**src/rtl/arm_mem_pkg.sv**
```systemverilog
// Shared definitions for the core-side write buffer: memory FSM encoding,
// default buffer depth and the word-address width used throughout.
package arm_mem_pkg;

  localparam int DEF_DEPTH = 4;
  localparam int WADDR_W   = 30;

  typedef enum logic [1:0] {
    ST_IDLE    = 2'd0,
    ST_WR_BUSY = 2'd1,
    ST_RD_BUSY = 2'd2,
    ST_RD_DONE = 2'd3
  } mem_state_e;

  function automatic logic [WADDR_W-1:0] word_addr(input logic [31:0] adr);
    return adr[31:2];
  endfunction

endpackage

```
**src/rtl/wbuf_fifo.sv**
```systemverilog
// Store buffer storage: circular FIFO of {word address, data} with an
// associative lookup that returns the youngest entry matching a load address.
module wbuf_fifo import arm_mem_pkg::*; #(
  parameter int DEPTH = DEF_DEPTH
) (
  input  logic               clk,
  input  logic               rst_n,
  input  logic               i_push,
  input  logic [WADDR_W-1:0] i_push_addr,
  input  logic [31:0]        i_push_data,
  input  logic               i_pop,
  input  logic [WADDR_W-1:0] i_match_addr,
  output logic               o_full,
  output logic               o_empty,
  output logic [WADDR_W-1:0] o_head_addr,
  output logic [31:0]        o_head_data,
  output logic               o_hit,
  output logic [31:0]        o_hit_data
);

  localparam int PTR_W = $clog2(DEPTH);
  localparam int CNT_W = PTR_W + 1;

  logic [WADDR_W-1:0] r_addr [DEPTH];
  logic [31:0]        r_data [DEPTH];
  logic [PTR_W-1:0]   r_wr_ptr;
  logic [PTR_W-1:0]   r_rd_ptr;
  logic [CNT_W-1:0]   r_count;
  logic               w_do_push;
  logic               w_do_pop;
  logic [PTR_W-1:0]   w_idx;
  logic               w_match;

  assign o_full      = (r_count == CNT_W'(DEPTH));
  assign o_empty     = (r_count == '0);
  assign w_do_push   = i_push & ~o_full;
  assign w_do_pop    = i_pop & ~o_empty;
  assign o_head_addr = r_addr[r_rd_ptr];
  assign o_head_data = r_data[r_rd_ptr];

  // Entry storage needs no reset: only entries below r_count are ever observed.
  always_ff @(posedge clk) begin
    if (w_do_push) begin
      r_addr[r_wr_ptr] <= i_push_addr;
      r_data[r_wr_ptr] <= i_push_data;
    end
  end

  // Pointers wrap naturally because DEPTH is a power of two.
  always_ff @(posedge clk or negedge rst_n) begin
    if (!rst_n) begin
      r_wr_ptr <= '0;
      r_rd_ptr <= '0;
      r_count  <= '0;
    end else begin
      if (w_do_push) r_wr_ptr <= r_wr_ptr + PTR_W'(1);
      if (w_do_pop)  r_rd_ptr <= r_rd_ptr + PTR_W'(1);
      case ({w_do_push, w_do_pop})
        2'b10:   r_count <= r_count + CNT_W'(1);
        2'b01:   r_count <= r_count - CNT_W'(1);
        default: r_count <= r_count;
      endcase
    end
  end

  // Scan oldest to youngest so a later match overrides an earlier one.
  always_comb begin
    o_hit      = 1'b0;
    o_hit_data = '0;
    w_idx      = '0;
    w_match    = 1'b0;
    for (int i = 0; i < DEPTH; i++) begin
      w_idx      = r_rd_ptr + PTR_W'(i);
      w_match    = (CNT_W'(i) < r_count) && (r_addr[w_idx] == i_match_addr);
      o_hit      = o_hit | w_match;
      o_hit_data = w_match ? r_data[w_idx] : o_hit_data;
    end
  end

endmodule

```
**src/rtl/mem_write_buffer.sv**
```systemverilog
// Write buffer between a single-issue core and a handshaked word memory:
// stores retire into the buffer, loads forward from it or stall for a read.
module mem_write_buffer import arm_mem_pkg::*; #(
  parameter int DEPTH = DEF_DEPTH
) (
  input  logic        clk,
  input  logic        reset,
  input  logic [31:0] DataAdr,
  input  logic [31:0] WriteData,
  input  logic        Write_Enable,
  input  logic        Read_Enable,
  output logic [31:0] ReadData,
  output logic        Stall,
  output logic        mem_req,
  output logic        mem_we,
  output logic [31:0] mem_addr,
  output logic [31:0] mem_wdata,
  input  logic        mem_ready,
  input  logic [31:0] mem_rdata
);

  logic [1:0]         r_rst_sync;
  logic               w_rst_n;
  mem_state_e         r_state;
  logic               r_mem_req;
  logic               r_mem_we;
  logic [31:0]        r_mem_addr;
  logic [31:0]        r_mem_wdata;
  logic [31:0]        r_rd_data;
  logic               w_store;
  logic               w_load;
  logic               w_full;
  logic               w_empty;
  logic               w_push;
  logic               w_pop;
  logic               w_hit;
  logic [31:0]        w_hit_data;
  logic               w_rd_miss;
  logic [WADDR_W-1:0] w_head_addr;
  logic [31:0]        w_head_data;
  logic [WADDR_W-1:0] w_word;
  logic               w_unused;

  // Reset asserts immediately and releases on a clock edge.
  always_ff @(posedge clk or negedge reset) begin
    if (!reset) r_rst_sync <= 2'b00;
    else        r_rst_sync <= {r_rst_sync[0], 1'b1};
  end

  assign w_rst_n   = r_rst_sync[1];
  assign w_word    = word_addr(DataAdr);
  assign w_unused  = ^DataAdr[1:0];
  assign w_store   = Write_Enable;
  assign w_load    = Read_Enable & ~Write_Enable;
  assign w_push    = w_store & ~w_full;
  assign w_pop     = (r_state == ST_WR_BUSY) & mem_ready;
  assign w_rd_miss = w_load & ~w_hit & (r_state != ST_RD_DONE);

  wbuf_fifo #(.DEPTH(DEPTH)) u_fifo (
    .clk          (clk),
    .rst_n        (w_rst_n),
    .i_push       (w_push),
    .i_push_addr  (w_word),
    .i_push_data  (WriteData),
    .i_pop        (w_pop),
    .i_match_addr (w_word),
    .o_full       (w_full),
    .o_empty      (w_empty),
    .o_head_addr  (w_head_addr),
    .o_head_data  (w_head_data),
    .o_hit        (w_hit),
    .o_hit_data   (w_hit_data)
  );

  // Core-facing response: forward from buffer, return captured read, or stall.
  always_comb begin
    Stall    = 1'b0;
    ReadData = '0;
    if (w_rst_n && w_store) begin
      Stall = w_full;
    end else if (w_rst_n && w_load) begin
      if (r_state == ST_RD_DONE) begin
        ReadData = r_rd_data;
      end else if (w_hit) begin
        ReadData = w_hit_data;
      end else begin
        Stall = 1'b1;
      end
    end else begin
      Stall = 1'b0;
    end
  end

  // Memory FSM; an empty buffer takes an arriving store straight to the bus.
  always_ff @(posedge clk or negedge w_rst_n) begin
    if (!w_rst_n) begin
      r_state     <= ST_IDLE;
      r_mem_req   <= 1'b0;
      r_mem_we    <= 1'b0;
      r_mem_addr  <= '0;
      r_mem_wdata <= '0;
      r_rd_data   <= '0;
    end else begin
      case (r_state)
        ST_IDLE: begin
          if (w_rd_miss) begin
            r_state    <= ST_RD_BUSY;
            r_mem_req  <= 1'b1;
            r_mem_we   <= 1'b0;
            r_mem_addr <= {w_word, 2'b00};
          end else if (!w_empty) begin
            r_state     <= ST_WR_BUSY;
            r_mem_req   <= 1'b1;
            r_mem_we    <= 1'b1;
            r_mem_addr  <= {w_head_addr, 2'b00};
            r_mem_wdata <= w_head_data;
          end else if (w_push) begin
            r_state     <= ST_WR_BUSY;
            r_mem_req   <= 1'b1;
            r_mem_we    <= 1'b1;
            r_mem_addr  <= {w_word, 2'b00};
            r_mem_wdata <= WriteData;
          end else begin
            r_state <= ST_IDLE;
          end
        end
        ST_WR_BUSY: begin
          if (mem_ready) begin
            r_state   <= ST_IDLE;
            r_mem_req <= 1'b0;
            r_mem_we  <= 1'b0;
          end
        end
        ST_RD_BUSY: begin
          if (mem_ready) begin
            r_state   <= ST_RD_DONE;
            r_mem_req <= 1'b0;
            r_rd_data <= mem_rdata;
          end
        end
        ST_RD_DONE: begin
          r_state <= ST_IDLE;
        end
        default: begin
          r_state   <= ST_IDLE;
          r_mem_req <= 1'b0;
          r_mem_we  <= 1'b0;
        end
      endcase
    end
  end

  assign mem_req   = r_mem_req;
  assign mem_we    = r_mem_we;
  assign mem_addr  = r_mem_addr;
  assign mem_wdata = r_mem_wdata;

endmodule

```
**config.mk**
```make
export PLATFORM = sky130hd
export DESIGN_NAME = mem_write_buffer
export DESIGN_NICKNAME = d
export VERILOG_FILES = /design/src/rtl/arm_mem_pkg.sv /design/src/rtl/wbuf_fifo.sv /design/src/rtl/mem_write_buffer.sv
export SDC_FILE = /design/constraint.sdc
export NUM_CORES = 1
export LEC_CHECK = 0
export BUFFER_PORTS_ARGS = -buffer_cell sky130_fd_sc_hd__buf_2
export CORE_AREA = 4 4 222 224
export DETAILED_ROUTE_END_ITERATION = 8
export DIE_AREA = 0 0 226 228
export PLACE_DENSITY = 0.76
export SETUP_SLACK_MARGIN = 0.02
export SLEW_MARGIN = 40
export SYNTH_ARGS = -nofsm -noshare
export SYNTH_HDL_FRONTEND = slang
export SYNTH_SLANG_ARGS = --single-unit
```
**constraint.sdc**
```tcl
create_clock -name clk -period 4.9 [get_ports clk]
set_input_delay 0.98 -clock clk [delete_from_list [all_inputs] [get_ports clk]]
set_output_delay 0.98 -clock clk [all_outputs]
set_load 0.05 [all_outputs]
```
-- Yosys cells after proc, flatten, opt, wreduce, memory -nomap -nowiden
Memory sizes are Yosys's and may differ from the RTL's.
Index checks and enable logic that the tools add are counted.
- bits of input ports: 101
- output and inout bits: 99
- register bits: 109
- bits in writable memories: 248
- word-level logic and storage cells: 105
- memories: 2
- bitwise gates (word level): 15
- equality and inequality tests: 17
- order comparisons: 4
- $add $sub $neg: 6
- reduce and logical (&&, ||, !) cells: 18
- multiplexer cells: 33
- memory list (memory ; words ; width ; read ports ; clocked after memory_dff ; wr ports ; RTL line ; text):
    u_fifo.r_data ; 4 ; 32 ; 4 ; 0 ; 1 ; wbuf_fifo.sv:25 ; logic [31:0] r_data [DEPTH];
    u_fifo.r_addr ; 4 ; 30 ; 4 ; 0 ; 1 ; wbuf_fifo.sv:24 ; logic [WADDR_W-1:0] r_addr [DEPTH];
- operators by type and width (operator ; number):
    two-way mux 32 bit ; 13
    equality test 30 bit ; 4
    two-way mux 1 bit ; 13
    AND reduction 3 bit ; 3
    one-hot mux 2 bit (4 select lines) ; 1
    AND 1 bit ; 7
    equality test 2 bit, second input constant ; 3
    logical AND 1 bit ; 6
    less-than comparator 1 x 3 -> 1 bit, first input constant ; 2
    less-than comparator 2 x 3 -> 1 bit, first input constant ; 2
    two-way mux 2 bit ; 3
    != test 2 bit, second input constant ; 3
    one-hot mux 3 bit (2 select lines) ; 1
    AND reduction 2 bit ; 3
    nonzero test 2 bit ; 3
    inverter 1 bit ; 5
    adder 2 x 1 -> 2 bit, second input constant ; 2
    adder 2 bit, second input constant ; 2
    equality test 2 x 1 -> 1 bit, second input constant ; 2
    != test 2 x 1 -> 1 bit, second input constant ; 2
    != test 4 x 3 -> 1 bit, second input constant ; 1
    one-hot mux 1 bit (2 select lines) ; 2
    adder 3 x 1 -> 3 bit, second input constant ; 1
    equality test 3 bit, second input constant ; 1
    other kinds (6) ; 8

-- Longest topological paths before layout
Gate-level depths: netlist of run 1.
An unclocked memory read counts as a cell.
- depth in word-level cells: 12
- mapped depth: 15
- depth with buffers taken out: 10

-- Modules after synthesis
Synthesis of run 1 repeated with hierarchy kept, for this count alone.
- cell total of the unflattened synthesis: 1805
- area total of the unflattened synthesis: 21410.5 um^2
- modules (own cells, without submodules) (module ; instances ; sequential area each (um^2) ; area each (um^2) ; cells each):
    wbuf_fifo ; 1 ; 7622.3 ; 16236.8 ; 1379
    mem_write_buffer ; 1 ; 2502.4 ; 5173.7 ; 426

-- Worst setup path after synthesis of run 1
OpenSTA, ideal clock, no wires.
- path kind: register to output
- from: reg r_rst_sync[1]
- to: out ReadData[0]
- slack: -0.499 ns
- arrival: 4.419 ns
- buffers on the path: 0
- data required time: 3.920 ns
- cell stages (with the launch flop): 4
- cells stage by stage: dfrtp_1 nand3_1 a311o_1 o21ai_0
- cells in the longest elaborated chain, start to end: 3
- elaborated cells on any way between the ends: 4
- those cells by class: mux: 2; reduce/logical: 2
- RTL lines (item ; RTL line ; text):
    from (decl) ; mem_write_buffer.sv:22 ; logic [1:0] r_rst_sync;
    from (signal assigned) ; mem_write_buffer.sv:47 ; else r_rst_sync <= {r_rst_sync[0], 1'b1};
    logical AND 1 bit ; mem_write_buffer.sv:81 ; end else if (w_rst_n && w_load) begin
    two-way mux 32 bit ; mem_write_buffer.sv:81 ;
    two-way mux 32 bit (*) ; mem_write_buffer.sv:79 ; if (w_rst_n && w_store) begin
    to (decl) ; mem_write_buffer.sv:12 ; output logic [31:0] ReadData,
Every way passes the cells marked *; elsewhere a longest branch is shown, timed or not.

-- Final worst setup path of run 1
- from: reg u_fifo.r_rd_ptr[1]
- to: out ReadData[26]
- cells in the longest elaborated chain, start to end: 11
- elaborated cells on any way between the ends: 24
- those cells by class: add/sub: 3; eq/ne: 4; mux: 8; bitwise: 3; reduce/logical: 4; memory: 2
- RTL lines (item ; RTL line ; text):
    from (decl) ; wbuf_fifo.sv:27 ; logic [PTR_W-1:0] r_rd_ptr;
    from (signal assigned) ; wbuf_fifo.sv:57 ; if (w_do_pop) r_rd_ptr <= r_rd_ptr + PTR_W'(1);
    adder 2 x 1 -> 2 bit or memory read (4 x 30 bit) (tied branches) ; - ;
    memory read (4 x 30 bit) or equality test 30 bit (tied branches) ; - ;
    equality test 30 bit or logical AND 1 bit (tied branches) ; wbuf_fifo.sv:74 ; w_match = (CNT_W'(i) < r_count) && (r_addr[w_idx] == i_match_addr);
    logical AND 1 bit or two-way mux 32 bit (tied branches) ; wbuf_fifo.sv:74, wbuf_fifo.sv:76 ;
    two-way mux 32 bit or OR 1 bit (tied branches) (3 in series) ; wbuf_fifo.sv:76, wbuf_fifo.sv:75 ;
    two-way mux 32 bit (*) ; mem_write_buffer.sv:84 ; end else if (w_hit) begin
    two-way mux 32 bit (*) ; mem_write_buffer.sv:82 ; if (r_state == ST_RD_DONE) begin
    two-way mux 32 bit (*) ; mem_write_buffer.sv:81 ;
    two-way mux 32 bit (*) ; mem_write_buffer.sv:79 ;
Marks and branches as above.

==> summary.txt, run 1 <==
Detailed routing
  • Average wire per cell in the routed design: around 25 um
  • Via count: approximately 17000
  • Number of DRC markers in iteration 0: between 1500 and 2000
  • Final routed DRC violation total: 0
  • Post-detailed-route via-to-cell ratio: ~6.2
  • Routed wire length: 66.87 mm
  • Number of optimization iterations in the first detailed-route pass: 8
  • Number of nets with antenna violations after detailed routing: 0

Pwr
  • Clock network fraction of total power: around 18%
  • Peak ir drop on the vdd network: 0.4390 mV
  • Portion of total power attributed to sequential cells: about 28%
  • Overall Power: between 15000 and 20000 uW
  • Part of the total power dissipated in combinational logic: 54.2%
  • Total leakage power: ~0.01 uW
  • Switching power: roughly 7300 uW
  • Total power per unit cell area: roughly 670 nW/um^2
  • Switching Share: between 40 and 50%
  • P_int: about 9800 uW

Synth
  • Synth area leader: sky130_fd_sc_hd__edfxtp_1
  • Yosys synthesis warning count: 0
  • Synthesized instance count: approximately 1800
  • Top post-synthesis cells by area: sky130_fd_sc_hd__edfxtp_1, sky130_fd_sc_hd__dfrtp_1, sky130_fd_sc_hd__mux2i_1
  • Fraction of synthesized cell area taken by the top area cell type: roughly 35%
  • Main synth FF type: sky130_fd_sc_hd__edfxtp_1
  • Post-Syn Area: 21010 sq um
  • Total of flip-flops plus latches after synthesis: between 300 and 400
  • Number of flops mapped to enable cells by yosys: between 200 and 250
  • Share of async-settable or async-resettable flops after synthesis: a little under a third
  • Mean cell area of the mapped netlist: between 10 and 15 sq um
  • Share of the yosys chip area belonging to registers: between 40% and 50%
  • Post-synth cell types: 67

Clock network
  • Number of buffers between clock root and the deepest sink: 3
  • Number of levels the H-tree was split into: 2
  • Hold buffers post-CTS: 0
  • Total CTS buffers: ~40
  • Later-pin clock latency in the skew report: about 0.57 ns
  • Clock transition time at the flip-flop clock pins of the worst setup and hold paths: 0.06 ns
  • Total clock sinks: ~360
  • Master cell of the clock root buffer: sky130_fd_sc_hd__clkbuf_16
  • TritonCTS clock tree: built

Floorplan
  • Ports: 200
  • Placeable Area: between 40000 and 50000 sq um
  • Die W: ~230 um
  • Die ar.: about 52000 sq um
  • # rows: 80
  • Initial core utilization: 44.37%
  • Die Y-Extent: between 200 and 250 um

Placement
  • Placement Setup Slack: -0.2182 ns
  • Global placement routability congestion: 0.9776
  • Estimated wirelength of the detail-placed design: approximately 43 mm
  • Port buffer count: between 150 and 200

Critical path
  • Buffers & Inverters on Critical Path: 3
  • Largest incremental delay on the critical path: a little under 0.6 ns
  • Worst endpoint required time: 3.92 ns
  • Max FO, Critical Path: 30
  • Crit path kind: reg2out
  • Kind of capture point of the worst setup path: output port
  • Critical-path top delay cell: sky130_fd_sc_hd__or4b_4
  • Kind of cell with the highest combined delay on the critical path: simple AND/OR/NAND/NOR gates
  • CP startpoint kind: flip-flop
  • Cell-by-cell listing of the critical path: buf_12, mux2i_2, xnor2_1, or4_4, mux2i_2, nand4_1, or4b_4, a311o_1, buf_12, o21ai_1, buf_6
  • Arrival time at the worst endpoint: 4.32 ns

Global routing
  • Via count of the first global-routing pass: 16580
  • Routing usage on met3: under 10%
  • Met1 layer usage reported by global route: between 30 and 40%
  • Remaining Overflow, GRT: 0
  • Most heavily used metal layer in global routing: met2
  • GR Util All Layers: about 24%
  • Global-route wire length before repair: 98.10 mm
  • Antenna violations before repair: 6
  • Global routing usage on met2: 39.35%
  • Maximum number of pins on one net before global-route repair: between 100 and 150

Timing
  • Clock tree skew after final layout: ~0.024 ns
  • Unrepaired setup endpoints after global routing: yes
  • Slew headroom: between 40 and 50%
  • Highest Clock Rate: approximately 0.19 GHz
  • Max-slew violation count: 0
  • Final critical-path share of the clock period: 108.1%
  • Min Hold Slack: 0.2094 ns
  • Hold Fails Final Rpt: 0
  • Accumulated negative setup slack: -9.444 ns
  • Pin slew with the least headroom to its limit: 0.8921 ns
  • Worst Setup Slack, final: -0.3973 ns
  • Final critical delay including setup and external delays: 5.297 ns
  • Final setup viols: 33

Final layout
  • Number of filler cells placed in the layout: approximately 3800
  • Share of layout cells above drive strength 1: between 30% and 40%
  • Net count, final: ~2200
  • Layout overhead on the synthesized area: 22.40%

Status
  • Violations in the final reports: setup timing
  • Run status: complete, but fails checks

Job
  • Maximum capacitance violations: 0

Hold path
  • Worst min path class: in2async
==> per-layer routing <==
metal  vias to the layer above  part of all wire (%)
met5                         -                 0.070
met4                         6                   3.6
met3                       177                   8.7
met2                       924                    48
met1                      8386                    40
li1                       7390                     -
==> path summary, 6_finish.rpt <==
path	slack, ns	end	start	cells past startpoint
min in group clk	0.35	r_rst_sync[1]$_DFF_PN0_	r_rst_sync[0]$_DFF_PN0_	0
worst max-delay path	-0.40	ReadData[26]	u_fifo.r_rd_ptr[1]$_DFFE_PN0P_	11
worst min-delay path	0.21	r_rst_sync[0]$_DFF_PN0_	reset	1
max in group asynchronous	2.95	mem_wdata[25]$_DFFE_PN0P_	r_rst_sync[1]$_DFF_PN0_	2
worst max register to register	0.81	mem_addr[6]$_DFFE_PN0P_	u_fifo.r_rd_ptr[1]$_DFFE_PN0P_	13
worst min register to register	0.28	mem_addr[5]$_DFFE_PN0P_	r_rst_sync[1]$_DFF_PN0_	0
==> state kept, by name, summed over array words and instances, names as in the netlist, 3 cells and up <==
register,count
u_fifo.r_data,128
u_fifo.r_count,3
u_fifo.r_addr,120
r_rd_data,32
mem_addr,30
mem_wdata,32
==> power groups by stage <==
stage	logic [uW]	registers, uW	clock network (uW)
finish	9290	4710	3140
detailed placement	8670	4710	0
global placement	8420	4660	0
global route	9840	4780	3320
CTS	8930	4670	3180
floorplan	5470	5490	0
==> layout make-up <==
class                           count  area [sq um]  area share (%)
Clock buffer                       55          1181           4.594
Tap cell                          615         769.5           2.993
Clock inverter                     21         190.2          0.7397
Timing Repair Buffer              355          2853           11.09
Inverter                           16         62.56          0.2433
Multi-Input combinational cell   1291         10510           40.89
Sequential cell                   355         10140           39.42
Antenna cell                        3         7.507         0.02920
==> synthesized netlist by cell type, drive strengths merged, types with 17 or more instances <==
library cell	n
edfxtp	248
o21ai	210
nand2	207
mux2i	181
mux2	134
dfrtp	107
clkbuf	86
buf	77
xnor2	72
a21oi	53
nor2	49
mux4	44
xor2	40
a22oi	34
or4	33
o31ai	32
o221a	30
or3	20
nand4	17
==> what timing repair did <==
| action | 4_1_cts | 5_1_grt |
|---|---|---|
| pin swaps | 11 | 10 |
| endpoints found under the setup margin | 33 | 33 |
| gates cloned | 1 | 6 |
| buffers inserted | 10 | 12 |
| gates resized for setup | 124 | 70 |
==> cell usage in the layout (no fill, tap or decap), types with 8 or more instances in the layout <==
cell type,instances
sky130_fd_sc_hd__buf_2,162
sky130_fd_sc_hd__o31ai_1,22
sky130_fd_sc_hd__nor3_1,8
sky130_fd_sc_hd__o21ai_0,156
sky130_fd_sc_hd__a22oi_1,34
sky130_fd_sc_hd__buf_4,111
sky130_fd_sc_hd__or4_1,29
sky130_fd_sc_hd__a21oi_1,53
sky130_fd_sc_hd__o21ai_1,49
sky130_fd_sc_hd__mux2_4,29
sky130_fd_sc_hd__mux2i_2,11
sky130_fd_sc_hd__nand2_1,206
sky130_fd_sc_hd__mux2_2,105
sky130_fd_sc_hd__clkinv_2,8
sky130_fd_sc_hd__nand3_1,13
sky130_fd_sc_hd__o31ai_2,10
sky130_fd_sc_hd__buf_12,23
sky130_fd_sc_hd__nor2_1,49
sky130_fd_sc_hd__dfrtp_1,104
sky130_fd_sc_hd__nand4_1,16
sky130_fd_sc_hd__clkbuf_16,47
sky130_fd_sc_hd__nor4_1,9
sky130_fd_sc_hd__xnor2_1,66
sky130_fd_sc_hd__inv_1,14
sky130_fd_sc_hd__mux2i_4,9
sky130_fd_sc_hd__ha_1,13
sky130_fd_sc_hd__mux2i_1,161
sky130_fd_sc_hd__buf_6,47
sky130_fd_sc_hd__o221a_2,30
sky130_fd_sc_hd__mux4_2,44
sky130_fd_sc_hd__edfxtp_1,248
sky130_fd_sc_hd__or3_1,20
sky130_fd_sc_hd__xor2_1,39
==> worst register-to-register path, stage by stage, from the launching register on <==
cell                        delay [ns]
sky130_fd_sc_hd__dfrtp_4          0.49
sky130_fd_sc_hd__buf_12           0.18
sky130_fd_sc_hd__buf_8            0.18
sky130_fd_sc_hd__buf_4            0.14
sky130_fd_sc_hd__mux4_2           0.52
sky130_fd_sc_hd__xnor2_2          0.18
sky130_fd_sc_hd__o2111ai_1        0.18
sky130_fd_sc_hd__or4b_4           0.61
sky130_fd_sc_hd__o311a_4          0.39
sky130_fd_sc_hd__and4_4           0.20
sky130_fd_sc_hd__buf_4            0.23
sky130_fd_sc_hd__o21ai_2          0.22
sky130_fd_sc_hd__buf_12           0.25
sky130_fd_sc_hd__o221a_2          0.24
==> kinds of logic (layout without fill, tap and decap cells) <==
family                   Yosys count  count (layout)  synth area share (%)
adder cells (fa/ha/maj)           13              13                0.7743
multiplexers                     359             359                 21.04
buffers and inverters            179             447                 3.973
AO/OA/AOI/OAI                    411             411                 12.34
flip-flops                       355             355                 48.20
AND/OR/NAND/NOR                  393             393                 8.964
other                              2               6               0.03575
XOR/XNOR                         112             112                 4.670
==> through the flow <==
step / instances / cell area, sq um / utilization [%]
2_1_floorplan: 1825 / 21010 / -
3_3_place_gp: 2601 / 23260 / 49.13
3_5_place_dp: 2603 / 23310 / 49.23
4_1_cts: 2690 / 25210 / 53.24
5_1_grt: 2710 / 25710 / 54.30
6_report: 2711 / 25710 / 54.31
(Power assumes the default switching activity.)
==> inputs of run 2 (changes only) <==
Settings changed: CTS_BUF_LIST set to sky130_fd_sc_hd__clkbuf_2.
==> run 2 against run 1 <==
Compared with the run above:
- the run still ends with setup timing left
- fmax down 8.8%
- register-to-register slack worse by 0.04 ns
- flip-flop and latch count unchanged
- via count up 1.3%
- critical path type unchanged
- critical endpoint is now ReadData[10]
- largest cell class unchanged
==> summary.txt, run 2 (synthesis gave the netlist of run 1 again) <==
Timing
  • Final setup viols: 33
  • Hold Fails Final Rpt: 0
  • Max-slew violation count: 0
  • Clock tree skew after final layout: between 0.1 and 0.15 ns
  • Slew headroom: between 40% and 50%
  • Final critical-path share of the clock period: 118.6%
  • Highest Clock Rate: 0.1721 GHz
  • Worst Setup Slack, final: -0.9093 ns
  • Unrepaired setup endpoints after global routing: yes
  • Accumulated negative setup slack: -27.12 ns
  • Final critical delay including setup and external delays: approximately 5.8 ns
  • Pin slew with the least headroom to its limit: between 0.8 and 0.9 ns

Clock network
  • TritonCTS clock tree: built
  • Number of buffers between clock root and the deepest sink: 3
  • Total CTS buffers: between 90 and 100
  • Master cell of the clock root buffer: sky130_fd_sc_hd__clkbuf_2
  • Total clock sinks: approximately 360
  • Number of levels the H-tree was split into: 3
  • Later-pin clock latency in the skew report: around 1.1 ns
  • Clock transition time at the flip-flop clock pins of the worst setup and hold paths: approximately 0.1 ns

Floorplan
  • Ports: 200
  • Die W: 226 um
  • Die ar.: about 50000 sq um
  • Die Y-Extent: 228 um
  • Placeable Area: approximately 47000 sq um
  • # rows: 80
  • Initial core utilization: between 40 and 50%

Critical path
  • Max FO, Critical Path: 30
  • Startpoint of the worst setup timing path: u_fifo.r_rd_ptr[0]$_DFFE_PN0P_
  • Arrival time at the worst endpoint: around 4.8 ns
  • Kind of capture point of the worst setup path: output port
  • CP startpoint kind: flip-flop
  • Start of the worst register-to-register path: u_fifo.r_rd_ptr[0]$_DFFE_PN0P_
  • Worst endpoint required time: roughly 3.9 ns
  • Crit path kind: reg2out

Detailed routing
  • Via count: around 17000
  • Number of DRC markers in iteration 0: about 1900
  • Average wire per cell in the routed design: around 24 um
  • Final routed DRC violation total: 0
  • Number of optimization iterations in the first detailed-route pass: 6
  • Routed wire length: roughly 67 mm
  • Number of nets with antenna violations after detailed routing: 0
  • Post-detailed-route via-to-cell ratio: around 6

Hold path
  • Beginning of the worst hold path: mem_rdata[30]
  • Worst min path class: in2reg

Final layout
  • Net count, final: ~2200
  • Share of layout cells above drive strength 1: a little under two fifths
  • Highest-count cells in the layout ignoring fill and taps: sky130_fd_sc_hd__edfxtp_1, sky130_fd_sc_hd__nand2_1, sky130_fd_sc_hd__buf_2
  • Number of filler cells placed in the layout: a little under 4000
  • Flip-flop count of the largest register, all copies and words added: 128
  • Layout overhead on the synthesized area: 20.95%
  • Post-layout instance count excluding filler cells: roughly 2800
  • Registers with the most flip-flops: u_fifo.r_data (128), u_fifo.r_addr (120)
  • Register name with the most flops: u_fifo.r_data
  • Leading cell type in the layout, fill and taps excluded: sky130_fd_sc_hd__edfxtp_1

Placement
  • Cell Count Post-Placement: around 2600
  • Estimated wirelength of the detail-placed design: roughly 43 mm
  • Global placement routability congestion: roughly 0.98
  • Port buffer count: slightly below 200

Pwr
  • Peak ir drop on the vdd network: ~0.43 mV
  • Total leakage power: 0.009893 uW
  • Total power per unit cell area: 641.2 nW/um^2

Global routing
  • Antenna violations before repair: 7
  • Via count of the first global-routing pass: ~17000
  • Global-route wire length before repair: 99.08 mm
  • GR Util All Layers: about a quarter
  • Maximum number of pins on one net before global-route repair: between 100 and 150
  • Remaining Overflow, GRT: 0

Status
  • Run status: complete, but fails checks
  • Violations in the final reports: setup timing

Job
  • Maximum capacitance violations: 0
## run 2: cell types whose count changed in the layout (fill, tap and decap cells not counted), sizes merged
cell         change
clkinv           +8
inv              +1
clkinvlp         -1
clkbuf          +97
dlygate4sd3      +5
## run 2: power breakdown
group          switching (uW)  internal [uW]  total [uW]
Combinational            5450           3850        9300
Sequential                548           4150        4690
Clock                    1310            988        2300
Total                    7310           8980       16300
## run 2: worst paths after layout
check                                            end  slack [ns]  cells after the start
min in group asynchronous   mem_wdata[9]$_DFFE_PN0P_        0.20                      0
hold / removal             r_rd_data[30]$_DFFE_PN0P_        0.11                      2
setup reg to reg            mem_addr[10]$_DFFE_PN0P_        0.77                     15
setup / recovery                        ReadData[10]       -0.91                     14
max in group asynchronous  mem_wdata[25]$_DFFE_PN0P_        2.97                      2
hold reg to reg             mem_wdata[9]$_DFFE_PN0P_        0.20                      0
## run 2: through the flow
stage | setup slack [ns] | cell area, sq um | hold slack [ns] | util, % | total power [uW]
floorplan | -0.1672 | 21010 | 0.3311 | - | 10960
global placement | -0.4071 | 23260 | 0.3018 | 49.13 | 13080
detailed placement | -0.2182 | 23310 | 0.3127 | 49.23 | 13380
CTS | -0.9668 | 24970 | 0.001314 | 52.74 | 16040
global route | -1.072 | 25410 | 0.05385 | 53.66 | 17160
finish | -0.9093 | 25410 | 0.1103 | 53.67 | 16290
## run 2: layer usage
layer / up-vias / wire length, um / track usage (%)
li1: 7566 / - / -
met1: 8482 / 26810 / 32.31
met2: 883 / 31890 / 39.65
met3: 163 / 5767 / 5.786
met4: 8 / 1991 / 9.399
met5: - / 60 / 0
## run 2: critical path: stages, from the launching register on
cell and delay, ns:
sky130_fd_sc_hd__dfrtp_4 0.57, sky130_fd_sc_hd__buf_12 0.17, sky130_fd_sc_hd__buf_8 0.12, sky130_fd_sc_hd__mux4_2 0.44, sky130_fd_sc_hd__xor2_2 0.17, sky130_fd_sc_hd__nor4_2 0.33, sky130_fd_sc_hd__buf_4 0.20, sky130_fd_sc_hd__nand4_1 0.16
sky130_fd_sc_hd__buf_6 0.21, sky130_fd_sc_hd__or3_4 0.38, sky130_fd_sc_hd__a311o_1 0.31, sky130_fd_sc_hd__buf_12 0.18, sky130_fd_sc_hd__buf_4 0.17, sky130_fd_sc_hd__o21ai_2 0.15, sky130_fd_sc_hd__buf_6 0.18
## run 2: cell type report
class                      instances  area, sq um  area share, %
antenna                            3        7.507        0.02955
clock buffer                     152        760.7          2.994
clock inverter                    29        206.4         0.8125
inverter                          16        62.56         0.2462
multi-input combinational       1291        10500          41.33
sequential                       355        10140          39.89
tap                              615        769.5          3.029
timing repair buffer             360         2964          11.67
## run 2: what timing repair did
item / 4_1_cts / 5_1_grt
hold buffers: 5 / 0
setup buffers: 10 / 12
setup endpoints to repair: 33 / 33
pin swaps: 11 / 16
cloned: 2 / 5
endpoints found under the hold margin: 6 / 0
resized for setup: 133 / 66
